File: src/rtl/dctq_quant_ctrl_if.sv
// Coefficient-in / quantised-result-out stream bundle for dctq_quant_ctrl.
// The slave side is the controller; the master side is the surrounding datapath.
interface dctq_quant_ctrl_if #(
    parameter int unsigned COEF_W = 12,
    parameter int unsigned OUT_W  = 9,
    parameter int unsigned IDX_W  = 6
) ();
    logic              coef_valid;
    logic              coef_ready;
    logic [COEF_W-1:0] coef_data;
    logic              out_valid;
    logic [IDX_W-1:0]  out_idx;
    logic [OUT_W-1:0]  out_data;

    modport master (
        output coef_valid,
        output coef_data,
        input  coef_ready,
        input  out_valid,
        input  out_idx,
        input  out_data
    );

    modport slave (
        input  coef_valid,
        input  coef_data,
        output coef_ready,
        output out_valid,
        output out_idx,
        output out_data
    );
endinterface

File: src/rtl/dctq_quant_ctrl.sv
// Sequences one 8x8 DCT block through the pipelined quantisation multiplier,
// pairing each coefficient with its reciprocal and tagging results with their index.
module dctq_quant_ctrl #(
    parameter int unsigned MULT_LAT = 8,
    parameter int unsigned COEF_W   = 12,
    parameter int unsigned Q_W      = 8,
    parameter int unsigned OUT_W    = 9,
    parameter int unsigned BLK_N    = 64,
    parameter int unsigned IDX_W    = $clog2(BLK_N)
) (
    input  logic                clk,
    input  logic                rst_n,
    input  logic                qt_we,
    input  logic [IDX_W-1:0]    qt_addr,
    input  logic [Q_W-1:0]      qt_data,
    input  logic                blk_start,
    dctq_quant_ctrl_if.slave    cif,
    output logic [COEF_W-1:0]   mult_n1,
    output logic [Q_W-1:0]      mult_n2,
    input  logic [OUT_W-1:0]    mult_dctq,
    output logic                busy,
    output logic                blk_done
);

    typedef enum logic [1:0] {StIdle, StRun, StDrain, StDone} state_e;

    state_e           state_q, state_d;
    logic [IDX_W-1:0] idx_q, idx_d;
    logic [Q_W-1:0]   qt_q [BLK_N];
    logic [MULT_LAT:0] tag_vld_q;
    logic [IDX_W-1:0] tag_idx_q [MULT_LAT+1];
    logic             accept;
    logic             out_valid;

    assign accept = (state_q == StRun) && cif.coef_valid;

    always_comb begin
        state_d  = state_q;
        idx_d    = idx_q;
        busy     = 1'b0;
        blk_done = 1'b0;
        cif.coef_ready = 1'b0;
        unique case (state_q)
            StIdle: begin
                if (blk_start) begin
                    state_d = StRun;
                    idx_d   = '0;
                end
            end
            StRun: begin
                busy           = 1'b1;
                cif.coef_ready = 1'b1;
                if (accept) begin
                    idx_d = idx_q + IDX_W'(1);
                    if (idx_q == IDX_W'(BLK_N - 1)) state_d = StDrain;
                end
            end
            StDrain: begin
                busy = 1'b1;
                // The oldest stage leaves this cycle, so only younger stages matter.
                if (tag_vld_q[MULT_LAT-1:0] == '0) state_d = StDone;
            end
            StDone: begin
                blk_done = 1'b1;
                state_d  = StIdle;
            end
            default: state_d = StIdle;
        endcase
    end

    always_ff @(posedge clk or negedge rst_n) begin
        if (!rst_n) begin
            state_q <= StIdle;
            idx_q   <= '0;
            mult_n1 <= '0;
            mult_n2 <= '0;
        end else begin
            state_q <= state_d;
            idx_q   <= idx_d;
            mult_n1 <= accept ? cif.coef_data : '0;
            mult_n2 <= accept ? qt_q[idx_q] : '0;
        end
    end

    // Tag pipeline mirrors the multiplier latency; bubbles carry valid=0, idx=0.
    always_ff @(posedge clk or negedge rst_n) begin
        if (!rst_n) begin
            tag_vld_q <= '0;
            for (int i = 0; i <= int'(MULT_LAT); i++) tag_idx_q[i] <= '0;
        end else begin
            tag_vld_q    <= {tag_vld_q[MULT_LAT-1:0], accept};
            tag_idx_q[0] <= accept ? idx_q : '0;
            for (int i = 1; i <= int'(MULT_LAT); i++) tag_idx_q[i] <= tag_idx_q[i-1];
        end
    end

    // Table is frozen while a block is in flight.
    always_ff @(posedge clk or negedge rst_n) begin
        if (!rst_n) begin
            for (int i = 0; i < int'(BLK_N); i++) qt_q[i] <= '0;
        end else if (qt_we && !busy) begin
            qt_q[qt_addr] <= qt_data;
        end
    end

    assign out_valid    = tag_vld_q[MULT_LAT];
    assign cif.out_valid = out_valid;
    assign cif.out_idx   = tag_idx_q[MULT_LAT];
    assign cif.out_data  = out_valid ? mult_dctq : '0;

endmodule
File: src/flat_wrapper.sv
// flat-port wrapper written by rule: the top's interface ports become plain ports
module dctq_quant_ctrl_flat 
#(
    parameter int unsigned MULT_LAT = 8,
    parameter int unsigned COEF_W   = 12,
    parameter int unsigned Q_W      = 8,
    parameter int unsigned OUT_W    = 9,
    parameter int unsigned BLK_N    = 64,
    parameter int unsigned IDX_W    = $clog2(BLK_N)
)
  (clk, rst_n, qt_we, qt_addr, qt_data, blk_start, mult_n1, mult_n2, mult_dctq, busy, blk_done, cif_coef_valid, cif_coef_data, cif_coef_ready, cif_out_valid, cif_out_idx, cif_out_data);
  dctq_quant_ctrl_if #(.COEF_W(COEF_W), .OUT_W(OUT_W), .IDX_W(IDX_W)) cif_i ();
  input  logic clk;
  input  logic rst_n;
  input  logic qt_we;
  input  logic [IDX_W-1:0] qt_addr;
  input  logic [Q_W-1:0] qt_data;
  input  logic blk_start;
  output logic [COEF_W-1:0] mult_n1;
  output logic [Q_W-1:0] mult_n2;
  input  logic [OUT_W-1:0] mult_dctq;
  output logic busy;
  output logic blk_done;
  input wire logic [$bits(cif_i.coef_valid)-1:0] cif_coef_valid;
  input wire logic [$bits(cif_i.coef_data)-1:0] cif_coef_data;
  output wire logic [$bits(cif_i.coef_ready)-1:0] cif_coef_ready;
  output wire logic [$bits(cif_i.out_valid)-1:0] cif_out_valid;
  output wire logic [$bits(cif_i.out_idx)-1:0] cif_out_idx;
  output wire logic [$bits(cif_i.out_data)-1:0] cif_out_data;
  assign cif_i.coef_valid = cif_coef_valid;
  assign cif_i.coef_data = cif_coef_data;
  assign cif_coef_ready = cif_i.coef_ready;
  assign cif_out_valid = cif_i.out_valid;
  assign cif_out_idx = cif_i.out_idx;
  assign cif_out_data = cif_i.out_data;
  dctq_quant_ctrl #(.MULT_LAT(MULT_LAT), .COEF_W(COEF_W), .Q_W(Q_W), .OUT_W(OUT_W), .BLK_N(BLK_N), .IDX_W(IDX_W)) u_core (.clk(clk), .rst_n(rst_n), .qt_we(qt_we), .qt_addr(qt_addr), .qt_data(qt_data), .blk_start(blk_start), .cif(cif_i), .mult_n1(mult_n1), .mult_n2(mult_n2), .mult_dctq(mult_dctq), .busy(busy), .blk_done(blk_done));
endmodule
File: config.mk
export PLATFORM = sky130hd
export DESIGN_NAME = dctq_quant_ctrl_flat
export DESIGN_NICKNAME = d
export VERILOG_FILES = /design/src/rtl/dctq_quant_ctrl_if.sv /design/src/rtl/dctq_quant_ctrl.sv /design/src/flat_wrapper.sv
export SDC_FILE = /design/constraint.sdc
export NUM_CORES = 1
export LEC_CHECK = 0
export BUFFER_PORTS_ARGS = -buffer_cell sky130_fd_sc_hd__buf_2
export CORE_MARGIN = 3
export CORE_UTILIZATION = 25
export DETAILED_ROUTE_END_ITERATION = 10
export GPL_ROUTABILITY_DRIVEN = 0
export PLACE_DENSITY = 0.41
export SYNTH_ARGS = -nofsm -noshare
export SYNTH_HDL_FRONTEND = slang
export SYNTH_SLANG_ARGS = --single-unit
File: constraint.sdc
create_clock -name clk -period 5.4 [get_ports clk]
set_input_delay 0.54 -clock clk [delete_from_list [all_inputs] [get_ports clk]]
set_output_delay 0.54 -clock clk [all_outputs]
set_load 0.02 [all_outputs]
# [Word-level counts from Yosys, hierarchy flattened]
# Cells that the tools add are included.
# Widths: inputs -> output; s select.
[totals] reg_bits=603 input_bits=40 out_inout_bits=39 elab_cells=123
[classes] add_sub_neg=1 magnitude_cmp=3 n_eq_ne=8 mux=21 bitwise_logic=2 reduce_logical=10
[ops] operator="$bwmux 512" count=1
[ops] operator="$bmux 8 s6" count=1
[ops] operator="$demux 8 s6" count=1
[ops] operator="$mux 8" count=4
[ops] operator="$mux 6" count=3
[ops] operator="$ge 7x7->1 const B" count=2
[ops] operator="$not 6->7" count=2
[ops] operator="$mux 12" count=1
[ops] operator="$pmux 6 s2" count=1
[ops] operator="$mux 9" count=1
[ops] operator="$logic_not 8->1" count=1
[ops] operator="$mux 2" count=4
[ops] operator="$pmux 2 s4" count=1
[ops] operator="$lt 7x1->1 const B" count=1
[ops] operator="$add 6x1->6 const B" count=1
[ops] operator="$eq 6x6->1 const B" count=1
[ops] operator="$eq 2x2->1 const B" count=2
[ops] operator="$ne 2x1->1 const B" count=2
[ops] operator="$ne 2x2->1 const B" count=2
[ops] operator="$reduce_and 4->1" count=1
[ops] operator="$logic_and 1x1->1" count=3
[ops] operator="$mux 1" count=3
[ops] operator="$reduce_and 3->1" count=1
[ops] operator="$eq 2x1->1 const B" count=1
[ops] operator="other kinds (4)" count=4

# [Depth between registers and ports, before layout]
# Gate-level depths: netlist (run 1).
[depth] ltp_word=6 ltp_mapped=9 mapped_depth_nobuf=7

# [Least setup slack after synthesis (run 1)]
# Ideal clock, no wire load.
[synth_path] kind="register to register" from="register u_core.state_q[0]" to="register u_core.qt_q[10] (netlist name)" setup_time_ns=0.125 arrival_time_ns=2.303 required_ns=5.275 slack_ns=2.972 stages_incl_launch_ff=8 n_path_buf=0 synth_period_minus_slack_ns=2.428 path_cell_list="dfrtp_1 > inv_1 > ha_1 > or3b_1 > inv_1 > nand3_4 > nor2_2 > mux2_2"
[synth_via] elab_chain_len=5 elab_cells_between_ends=6 cone_classes="2 x eq/ne; 1 x mux; 3 x reduce/logical"
[synth_rtl] element="from (decl)" line_no="dctq_quant_ctrl.sv:27" rtl="state_e state_q, state_d;"
[synth_rtl] element="from (signal assigned)" line_no="dctq_quant_ctrl.sv:73" rtl="state_q <= StIdle;"
[synth_rtl] element="from (signal assigned)" line_no="dctq_quant_ctrl.sv:78" rtl="state_q <= state_d;"
[synth_rtl] element="$eq 2x2->1 / $eq 2x1->1 (equally long branches)" line_no="dctq_quant_ctrl.sv:43" rtl="unique case (state_q)"
[synth_rtl] element="$reduce_or 2->1 (no source line) (*)"
[synth_rtl] element="$mux 1 (*)" line_no="dctq_quant_ctrl.sv:43"
[synth_rtl] element="net busy" line_no="flat_wrapper.sv:22" rtl="output logic busy;"
[synth_rtl] element="$logic_not 1->1 (*)" line_no="dctq_quant_ctrl.sv:101" rtl="end else if (qt_we && !busy) begin"
[synth_rtl] element="$logic_and 1x1->1 (*)" line_no="dctq_quant_ctrl.sv:101"
[synth_rtl] element="to (signal, indexed assignment)" line_no="dctq_quant_ctrl.sv:102" rtl="qt_q[qt_addr] <= qt_data;"
[synth_rtl] element="to (decl)" line_no="dctq_quant_ctrl.sv:29" rtl="logic [Q_W-1:0] qt_q [BLK_N];"
# Mark *: on every way through the listed nets, which the timed path passes. The rest lies on a longest branch.
# A chain may end at the register's enable or synchronous reset.

# [Worst setup path in the final report (run 1)]
[layout_path] from="register u_core.state_q[0]" to="register u_core.qt_q[130] (netlist name)"
[layout_via] elab_chain_len=5 elab_cells_between_ends=6 cone_classes="2 x eq/ne; 1 x mux; 3 x reduce/logical"
[layout_rtl] element="$eq 2x2->1 / $eq 2x1->1 (equally long branches)" line_no="dctq_quant_ctrl.sv:43"
[layout_rtl] element="$reduce_or 2->1 (no source line) (*)"
[layout_rtl] element="$mux 1 (*)" line_no="dctq_quant_ctrl.sv:43"
[layout_rtl] element="$logic_not 1->1 (*)" line_no="dctq_quant_ctrl.sv:101"
[layout_rtl] element="$logic_and 1x1->1 (*)" line_no="dctq_quant_ctrl.sv:101"
# Every way passes the cells marked *; elsewhere a longest branch is shown, timed or not.

==> impl_metrics.json, run 1 <==
{
  "wl_mm": 73.4,
  "netlist_instances": 1715,
  "numCtsBuffers": 70,
  "swShare_pct": 29.5,
  "grt_pass1_wl_mm": 110,
  "core_um2": 104000,
  "syn-cell-area_um2": 26500,
  "synth_top_area_share_pct": 57.0,
  "rows": 118,
  "drive_gt1_share_pct": 48.6,
  "synth_area_leader_cell": "dfrtp_1",
  "slew_headroom_pct": 29.5,
  "cp_max_fo": 8,
  "rsz0062_at_grt": "no",
  "cp.arrival_ns": 4.06,
  "routed.top_layer": "met4",
  "post-route-period-util_pct": 65.8,
  "slew_viol_final": 0,
  "p_sw_mw": 3.93,
  "hpwl_mm": 43.9,
  "setup_viol": 0,
  "synth.distinct_cells": 55,
  "vias": 14900,
  "worstMarginPinSlew_ns": 1.05,
  "chipWidth_um": 331,
  "placed_cells": 3064,
  "cp-end-kind": "flip-flop",
  "power_frac_comb_pct": 20.8,
  "drtIter0Drc": 756,
  "drv_cap": 0,
  "wl_met2_mm": 31.9,
  "start_kind": "flip-flop",
  "dieArea_um2": 110000,
  "seqPwrFrac_pct": 43.2,
  "outcome": "finished clean",
  "final_cells": 3189,
  "start_util_pct": 25.4,
  "yosysWarnings": 0,
  "fillers": 10500,
  "drtPass1Iterations": 4,
  "clk_latency_ns": 0.63,
  "numClockSinks": 603,
  "antenna_found_initial": 7,
  "syn-num-nets": 1760,
  "ios": 79,
  "remaining_drc_errors": 0,
  "wl_per_cell_um": 23.0,
  "clk_path_buf_depth": 3,
  "grt_max_degree": 147,
  "vdd_drop_max_mv": 0.201,
  "avgSynthCellArea_um2": 15.4,
  "p_leak_nw": 14.2,
  "final_util_pct": 29.3,
  "synth_area_leaders": "dfrtp_1, mux2_2, mux4_2",
  "grt.total_usage_pct": 13.3,
  "root_buffer": "clkbuf_16",
  "finClkSkew_ns": 0.0313,
  "cts_max_level": 3,
  "die_h_um": 331,
  "drtAntennaViolNets": 0,
  "clk_pin_slew_ns": 0.06,
  "grt_overflow_total": 0,
  "seq_area_frac_synth_pct": 57.0,
  "hp-class": "input pin to flip-flop",
  "dr_wl_met3_mm": 3.64,
  "hold_viol_final": 0,
  "worst_slack_ns": 1.85,
  "fin_setup_tns_ns": 0,
  "port_buffers": 78,
  "cts_tree": "built",
  "p_clk_share_pct": 36.0,
  "viasPerCell": 4.68,
  "post-route-min-period_ns": 3.55,
  "critPathRequiredTime_ns": 5.91,
  "layout.nets": 1802,
  "internal_power_mw": 9.38,
  "wl_met1_mm": 35.8,
  "power_density_nw_per_um2": 435,
  "pre_cts_slack_ns": 1.88,
  "syn_to_final_growth_pct": 15.6,
  "fmax_ghz": 0.281,
  "setup.worst_path.class": "flip-flop to flip-flop",
  "grt_pass1_vias": 15800,
  "ys_ff_latch": 603
}
==> cells by family after synthesis <==
logic type | after synthesis | share of synthesized area [%]
simple gates | 184 | 3.93
mux | 684 | 33.7
flops | 603 | 57.0
buf+inv | 140 | 2.50
compound gates | 99 | 2.65
fa+ha+maj | 5 | 0.236
==> flip-flops by register name, indices dropped and copies added (netlist names) <==
register / count
u_core.mult_n2: 8
u_core.tag_idx_q: 48
u_core.state_q: 2
u_core.tag_vld_q: 9
u_core.cif.out_idx: 6
u_core.idx_q: 6
u_core.qt_q: 512
u_core.mult_n1: 12
==> timing repair <==
action	in CTS	in global routing
resized for setup	0	0
endpoints found under the setup margin	0	0
hold buffers	1	0
hold endpoints to repair	53	0
setup buffers	0	0
==> metrics by stage <==
stage	hold slack, ns	power [mW]	cell area, um^2
floorplan	0.244	7.63	26500
global placement	0.333	8.58	28200
detailed placement	0.335	8.65	28200
CTS	0.104	13.6	30600
global route	0.127	14.0	30600
finish	0.166	13.3	30600
==> worst max-delay path, stage by stage (launching register included) <==
cell,delay [ns]
dfrtp_1,0.40
inv_1,0.08
ha_1,0.33
and3b_1,0.37
nand3_1,0.81
nor2_1,1.04
mux2_2,0.42
==> final timing paths <==
| kind | to | startpoint | cells past startpoint | slack, ns |
|---|---|---|---|---|
| setup / recovery | u_core.qt_q[130]$_DFFE_PN0P_ | u_core.state_q[0]$_DFFE_PN0P_ | 6 | 1.85 |
| hold reg to reg | u_core.tag_idx_q[8]$_DFF_PN0_ | u_core.tag_idx_q[14]$_DFF_PN0_ | 0 | 0.35 |
| min in group asynchronous | u_core.qt_q[473]$_DFFE_PN0P_ | rst_n | 2 | 0.44 |
| hold / removal | u_core.mult_n1[8]$_DFF_PN0_ | cif_coef_data[8] | 2 | 0.17 |
| setup reg to reg | u_core.qt_q[130]$_DFFE_PN0P_ | u_core.state_q[0]$_DFFE_PN0P_ | 6 | 1.85 |
| max in group asynchronous | u_core.qt_q[329]$_DFFE_PN0P_ | rst_n | 3 | 3.61 |
==> cell usage after synthesis (all sizes together) <==
master,count
a2111oi,3
a211oi,5
a21o,4
a21oi,4
a221o,1
a221oi,7
a22o,6
a32o,7
and2,13
and3,21
and3b,5
buf,56
clkbuf,80
dfrtp,603
ha,5
inv,4
mux2,517
mux2i,55
mux4,112
nand2,45
nand2b,6
nand3,7
nand3b,6
nand4,1
nor2,52
nor2b,4
nor3,8
nor3b,4
nor4,3
o21ai,31
o221ai,5
o22ai,19
o2bb2ai,1
o311ai,1
o31ai,4
o32ai,1
or2,2
or3,4
or3b,3
==> power by group through the flow <==
stage                     registers, mW  logic, mW  clock network (mW)
after global routing               5.84       2.98                5.16
after global placement             5.81       2.77                   0
after floorplan                    5.55       2.09                   0
after CTS                          5.76       2.82                4.98
final                              5.75       2.77                4.79
after detailed placement           5.84       2.82                   0
==> layout make-up <==
cell class	count	area, um^2	share of cell area (%)
Antenna cell	5	12.5	0.0409
Clock buffer	104	2130	6.97
Multi-Input combinational cell	972	10700	35.1
Clock inverter	15	196	0.642
Tap cell	1380	1730	5.64
Sequential cell	603	15100	49.4
Timing Repair Buffer	106	681	2.23
Inverter	4	15.0	0.0491
==> cells in the final DEF (no fill, tap or decap), drive strengths merged, types with 6 or more instances in the layout <==
| cell type | instances |
|---|---|
| nor3 | 8 |
| inv | 6 |
| o22ai | 19 |
| nand2b | 6 |
| mux2i | 55 |
| a32o | 7 |
| a221oi | 7 |
| clkbuf | 104 |
| nor2 | 52 |
| and3 | 21 |
| buf | 105 |
| mux4 | 112 |
| a22o | 6 |
| mux2 | 517 |
| nand3b | 6 |
| nand3 | 7 |
| nand2 | 45 |
| clkinv | 9 |
| o21ai | 31 |
| dfrtp | 603 |
| and2 | 13 |
==> metal layers <==
| layer | vias up | global-route usage, % |
|---|---|---|
| met5 | - | 0 |
| met3 | 114 | 3.03 |
| li1 | 6409 | - |
| met2 | 319 | 19.5 |
| met1 | 8074 | 19.3 |
| met4 | 0 | 4.07 |
Note: power is estimated with default switching activity, not from simulation.
==> run 2: changes to the inputs <==
Clock period 5.4 ns to 3.7 ns, I/O delays scaled along.
==> impl_metrics.json, run 2 (synthesis results as in run 1) <==
{
  "outcome": "finished clean",
  "holdPathEnd": "u_core.mult_n1[5]$_DFF_PN0_",
  "start_kind": "flip-flop",
  "drtIter0Drc": 865,
  "cp_max_fo": 38,
  "drv_cap": 0,
  "antenna_found_initial": 5,
  "pre_cts_slack_ns": 0.552,
  "post-cts-setup-buffer-count": 0,
  "min_path_cells": 2,
  "port_buffers": 78,
  "wl_mm": 74.5,
  "cp.arrival_ns": 3.67,
  "r2r_end": "u_core.mult_n2[1]$_DFF_PN0_",
  "reg2reg_from": "u_core.idx_q[0]$_DFFE_PN0P_",
  "regArea_um2": 15100,
  "r2r_cells": 5,
  "worstMarginPinSlew_ns": 1.11,
  "grt.total_usage_pct": 13.6,
  "numClockSinks": 603,
  "placed_cells": 3116,
  "mostFrequentLayoutCells": "dfrtp_1, mux2_2, mux4_2, buf_2, clkbuf_16",
  "post-route-period-util_pct": 84.5,
  "rows": 118,
  "critPathRequiredTime_ns": 4.24,
  "r2r_slack_ns": 0.57,
  "grt_pass1_vias": 16400,
  "slew_viol_final": 0,
  "vdd_drop_max_mv": 0.337,
  "vias": 15300,
  "max_stage_delay_ns": 0.95,
  "setup_viol": 0,
  "fmax_ghz": 0.320,
  "clk_pin_slew_ns": 0.06,
  "chipWidth_um": 331,
  "wl_per_cell_um": 22.8,
  "post-route-min-period_ns": 3.13,
  "cp-end-kind": "flip-flop",
  "layout.nets": 1868,
  "finClkSkew_ns": 0.0163,
  "reg_top3": "u_core.qt_q (512), u_core.tag_idx_q (48), u_core.mult_n1 (12)",
  "stdcell_area_um2": 31300,
  "ios": 79,
  "final_common_cell": "dfrtp_1",
  "power_density_nw_per_um2": 635,
  "top_register": "u_core.qt_q",
  "hold_viol_final": 0,
  "p_leak_nw": 14.6,
  "multi_input_area_um2": 10700,
  "cts_max_level": 3,
  "rsz0062_at_grt": "no",
  "dieArea_um2": 110000,
  "viasPerCell": 4.68,
  "setup.worst_path.class": "flip-flop to flip-flop",
  "drtPass1Iterations": 5,
  "fillers": 10400,
  "drtAntennaViolNets": 0,
  "clk_path_buf_depth": 3,
  "slew_headroom_pct": 25.8,
  "start_util_pct": 25.4,
  "die_h_um": 331,
  "grt_pass1_wl_mm": 113,
  "p_total_mw": 19.9,
  "worst_slack_ns": 0.575,
  "hpwl_mm": 48.1,
  "clk_latency_ns": 0.62,
  "worstHoldStart": "cif_coef_valid",
  "hp-class": "input pin to flip-flop",
  "grt_max_degree": 106,
  "final_cells": 3260,
  "dpl_cell_area_um2": 28700,
  "drive_gt1_share_pct": 50.1,
  "core_um2": 104000,
  "numCtsBuffers": 72,
  "crit_chain": "buf_12 -> mux4_2 -> o22ai_1 -> a221oi_1 -> a32o_1",
  "cp_slowest_cell": "a221oi_1",
  "remaining_drc_errors": 0,
  "grt_overflow_total": 0,
  "fin_setup_tns_ns": 0,
  "root_buffer": "clkbuf_16",
  "syn_to_final_growth_pct": 18.2,
  "largest_reg_flops": 512,
  "cts_tree": "built"
}
[run 2: cell types whose count changed in the layout (fill, tap and decap cells not counted), sizes merged]
cell	change
buf	+52
bufinv	+4
clkbuf	-4
clkinv	+3
clkinvlp	+1
diode	-1
dlygate4sd3	+12
inv	+4
[run 2: timing repair]
action,CTS,global route
endpoints found under the hold margin,85,0
endpoints found under the setup margin,0,0
hold buffers,13,0
gates resized for setup,0,0
[run 2: area by class of cell]
class | count | area share (%)
Tap cell | 1380 | 5.52
Inverter | 4 | 0.0480
Clock inverter | 27 | 1.01
Sequential cell | 603 | 48.3
Multi-Input combinational cell | 972 | 34.3
Clock buffer | 100 | 6.74
Antenna cell | 4 | 0.0320
Timing Repair Buffer | 170 | 4.07
[run 2: per-stage QoR]
step,utilization [%],hold WS (ns)
3_5_place_dp,27.5,0.335
4_1_cts,30.0,0.192
6_report,30.0,0.239
3_3_place_gp,27.5,0.332
5_1_grt,30.0,0.223
2_1_floorplan,-,0.0744
[run 2: critical path: cells and delay by family, from the launching register on]
family,cells,cell delay (ns)
compound gates,3,1.32
flops,1,0.92
buf+inv,1,0.39
mux,1,0.32
[run 2: power by group]
group	internal, mW	switching [mW]	leakage, nW
sequential	7.63	0.727	8.28
clock	4.40	2.85	1.20
combinational	2.07	2.17	5.08
total	14.1	5.75	14.6
[run 2: how the worst max path moves through the flow]
stage / to / startpoint / slack [ns]
finish: u_core.mult_n2[1]$_DFF_PN0_ / u_core.idx_q[0]$_DFFE_PN0P_ / 0.57
global route: u_core.mult_n2[1]$_DFF_PN0_ / u_core.idx_q[0]$_DFFE_PN0P_ / 0.53
CTS: u_core.mult_n2[1]$_DFF_PN0_ / u_core.idx_q[0]$_DFFE_PN0P_ / 0.52
detailed placement: u_core.mult_n2[1]$_DFF_PN0_ / u_core.idx_q[0]$_DFFE_PN0P_ / 0.55
global placement: u_core.mult_n2[1]$_DFF_PN0_ / u_core.idx_q[0]$_DFFE_PN0P_ / 0.54
floorplan: u_core.qt_q[10]$_DFFE_PN0P_ / u_core.state_q[0]$_DFFE_PN0P_ / 1.27
[run 2: routing by layer]
metal / up-vias / wire (um) / track usage [%]
met5: - / 0 / 0
li1: 6560 / - / -
met3: 106 / 3940 / 3.54
met2: 313 / 33100 / 20.4
met4: 0 / 1820 / 3.64
met1: 8274 / 35600 / 19.3
==> run 3: changes to the inputs <==
Settings changed: ABC_AREA from default to 1, PLACE_DENSITY 0.41 to 0.42.
Clock period 3.7 ns to 2.7 ns, I/O delays scaled along.
==> impl_metrics.json, run 3 <==
{
  "synth_area_leaders": "dfrtp_1, nand2_1, o21ai_0",
  "netlist_instances": 3445,
  "avgSynthCellArea_um2": 7.87,
  "final_util_pct": 29.9,
  "drtIter0Drc": 1906,
  "drtAntennaViolNets": 0,
  "grt_overflow_total": 0,
  "grt.total_usage_pct": 15.7,
  "synthMuxAreaShare_pct": 0,
  "die_h_um": 335,
  "power_density_nw_per_um2": 987,
  "setup_viol": 0,
  "async_flop_share_pct": 100,
  "p_clk_share_pct": 31.1,
  "grt_pass1_vias": 21600,
  "stdcell_area_um2": 32100,
  "slew_viol_final": 0,
  "vdd_drop_max_mv": 0.489,
  "synth_top_family_by_area": "simple AND/OR/NAND/NOR gates",
  "worstMarginPinSlew_ns": 0.674,
  "synth_xor_area_share_pct": 0,
  "syn-cell-area_um2": 27100,
  "synth_area_leader_cell": "dfrtp_1",
  "synth-edff-count": 0,
  "yosys_most_used_dff": "dfrtp_1",
  "hpwl_mm": 54.3,
  "synthSimpleGateAreaFrac_pct": 26.1,
  "post-route-min-period_ns": 2.38,
  "start_util_pct": 25.3,
  "synth_commonest_cells": "nand2_1, dfrtp_1, o21ai_0, inv_1, nand3_1",
  "grt_max_degree": 94,
  "fillers": 11600,
  "swShare_pct": 36.8,
  "cp_slowest_cell": "nand2_1",
  "syn-num-nets": 3490,
  "remaining_drc_errors": 0,
  "cp_max_fo": 16,
  "placed_cells": 4807,
  "hold_viol_final": 0,
  "fin_setup_tns_ns": 0,
  "yosys.cell_count.top_type": "nand2_1",
  "power_frac_comb_pct": 31.3,
  "seqPwrFrac_pct": 37.6,
  "cp.arrival_ns": 2.89,
  "drv_cap": 0,
  "synth.distinct_cells": 22,
  "wl_mm": 87.5,
  "layout.nets": 3538,
  "port_buffers": 78,
  "vias": 22100,
  "cts_max_level": 3,
  "post-route-period-util_pct": 88.0,
  "critPathRequiredTime_ns": 3.21,
  "finClkSkew_ns": 0.0307,
  "root_buffer": "clkbuf_16",
  "hp-class": "input pin to flip-flop",
  "post-cts-setup-buffer-count": 0,
  "numCtsBuffers": 73,
  "outcome": "finished clean",
  "drtPass1Iterations": 6,
  "ys_ff_latch": 603,
  "numClockSinks": 603,
  "mostFrequentLayoutCells": "nand2_1, dfrtp_1, o21ai_0, inv_1, nand3_1",
  "syn_to_final_growth_pct": 18.2,
  "final_cells": 4953,
  "largest_reg_flops": 512,
  "clk_path_buf_depth": 3,
  "synth_compound_area_share_pct": 10.9,
  "rows": 120,
  "synth_top_area_share_pct": 55.6,
  "p_sw_mw": 11.7,
  "clk_latency_ns": 0.63,
  "internal_power_mw": 20.0,
  "yosysWarnings": 0,
  "setup.worst_path.class": "flip-flop to flip-flop",
  "top_register": "u_core.qt_q",
  "drive_gt1_share_pct": 8.83,
  "start_kind": "flip-flop",
  "seq_area_frac_synth_pct": 55.6,
  "fmax_ghz": 0.421,
  "rsz0062_at_grt": "no",
  "chipWidth_um": 335,
  "wl_per_cell_um": 17.7,
  "viasPerCell": 4.46,
  "cp-end-kind": "flip-flop",
  "clk_pin_slew_ns": 0.06,
  "crit_chain": "inv_1 -> ha_1 -> inv_1 -> nand2_1 -> buf_4 -> nor4_4 -> buf_4 -> nand2_1 -> o21ai_0",
  "final_common_cell": "nand2_1",
  "grt_pass1_wl_mm": 137,
  "cts_tree": "built",
  "p_total_mw": 31.6,
  "max_stage_delay_ns": 0.40,
  "dpl_cell_area_um2": 29500,
  "p_leak_nw": 15.4,
  "reg_top3": "u_core.qt_q (512), u_core.tag_idx_q (48), u_core.mult_n1 (12)",
  "antenna_found_initial": 4,
  "cts.repair.resized": 0,
  "yosys.area_share.adder_pct": 0.231,
  "ios": 79,
  "core_um2": 107000,
  "slew_headroom_pct": 55.0,
  "dieArea_um2": 112000
}
## run 3: changes by cell type in the layout (fill, tap and decap cells not counted), sizes merged, moves of 24 or more
| cell | delta |
|---|---|
| mux2i | -55 |
| inv | +248 |
| nor2 | +111 |
| mux4 | -112 |
| mux2 | -517 |
| buf | +24 |
| nand2 | +1306 |
| o21ai | +540 |
| nand3 | +221 |
## run 3: worst max-delay path, delay by kind of cell, from the launching register on
| family | cells | cell delay [ns] |
|---|---|---|
| compound gates | 1 | 0.30 |
| flops | 1 | 0.37 |
| fa+ha+maj | 1 | 0.31 |
| buf+inv | 4 | 0.68 |
| simple gates | 3 | 0.60 |
## run 3: logic make-up after synthesis
| kind of cell | Yosys count |
|---|---|
| compound gates | 592 |
| fa+ha+maj | 5 |
| buf+inv | 478 |
| simple gates | 1767 |
| flops | 603 |
## run 3: final timing paths
kind | from | to | slack (ns) | cells past startpoint
max reg2reg | u_core.state_q[0]$_DFFE_PN0P_ | u_core.qt_q[226]$_DFFE_PN0P_ | 0.32 | 9
max in group asynchronous | rst_n | u_core.qt_q[137]$_DFFE_PN0P_ | 1.56 | 3
min in group asynchronous | rst_n | u_core.tag_idx_q[10]$_DFF_PN0_ | 0.16 | 2
min | blk_start | u_core.idx_q[1]$_DFFE_PN0P_ | 0.15 | 5
min reg2reg | u_core.tag_idx_q[51]$_DFF_PN0_ | u_core.tag_idx_q[45]$_DFF_PN0_ | 0.34 | 0
max | u_core.state_q[0]$_DFFE_PN0P_ | u_core.qt_q[226]$_DFFE_PN0P_ | 0.32 | 9
## run 3: what timing repair did
item	in CTS	in global routing
hold endpoints to repair	84	0
setup endpoints to repair	0	0
hold buffers	14	0
## run 3: layout make-up
cell class	count	area, um^2	area share, %
sequential	603	15100	47.1
multi-input combinational	2364	10100	31.6
clock buffer	110	2130	6.64
tap	1403	1760	5.48
timing repair buffer	195	1740	5.43
inverter	256	971	3.03
clock inverter	18	231	0.722
antenna	4	10.0	0.0312
## run 3: routing by layer
layer / up-vias / part of all wire (%) / track usage (%)
met4: 0 / 2.0 / 4.31
met2: 400 / 45 / 24.6
met1: 10600 / 49 / 22.6
met3: 97 / 4.4 / 2.16
met5: - / 0 / 0
li1: 10900 / - / -
## run 3: stage by stage
stage,worst slack [ns],hold WS (ns)
global placement,0.335,0.220
global route,0.0752,0.173
finish,0.323,0.150
floorplan,0.386,-0.0256
detailed placement,0.301,0.218
CTS,0.264,0.123
## run 3: power groups by stage
stage          Sequential [mW]  Clock (mW)  Combinational, mW
2_1_floorplan             11.8           0               6.09
3_3_place_gp              12.0           0               9.97
3_5_place_dp              12.0           0               10.0
4_1_cts                   11.9        10.2               10.1
5_1_grt                   12.1        10.6               11.3
6_report                  11.9        9.84               9.90
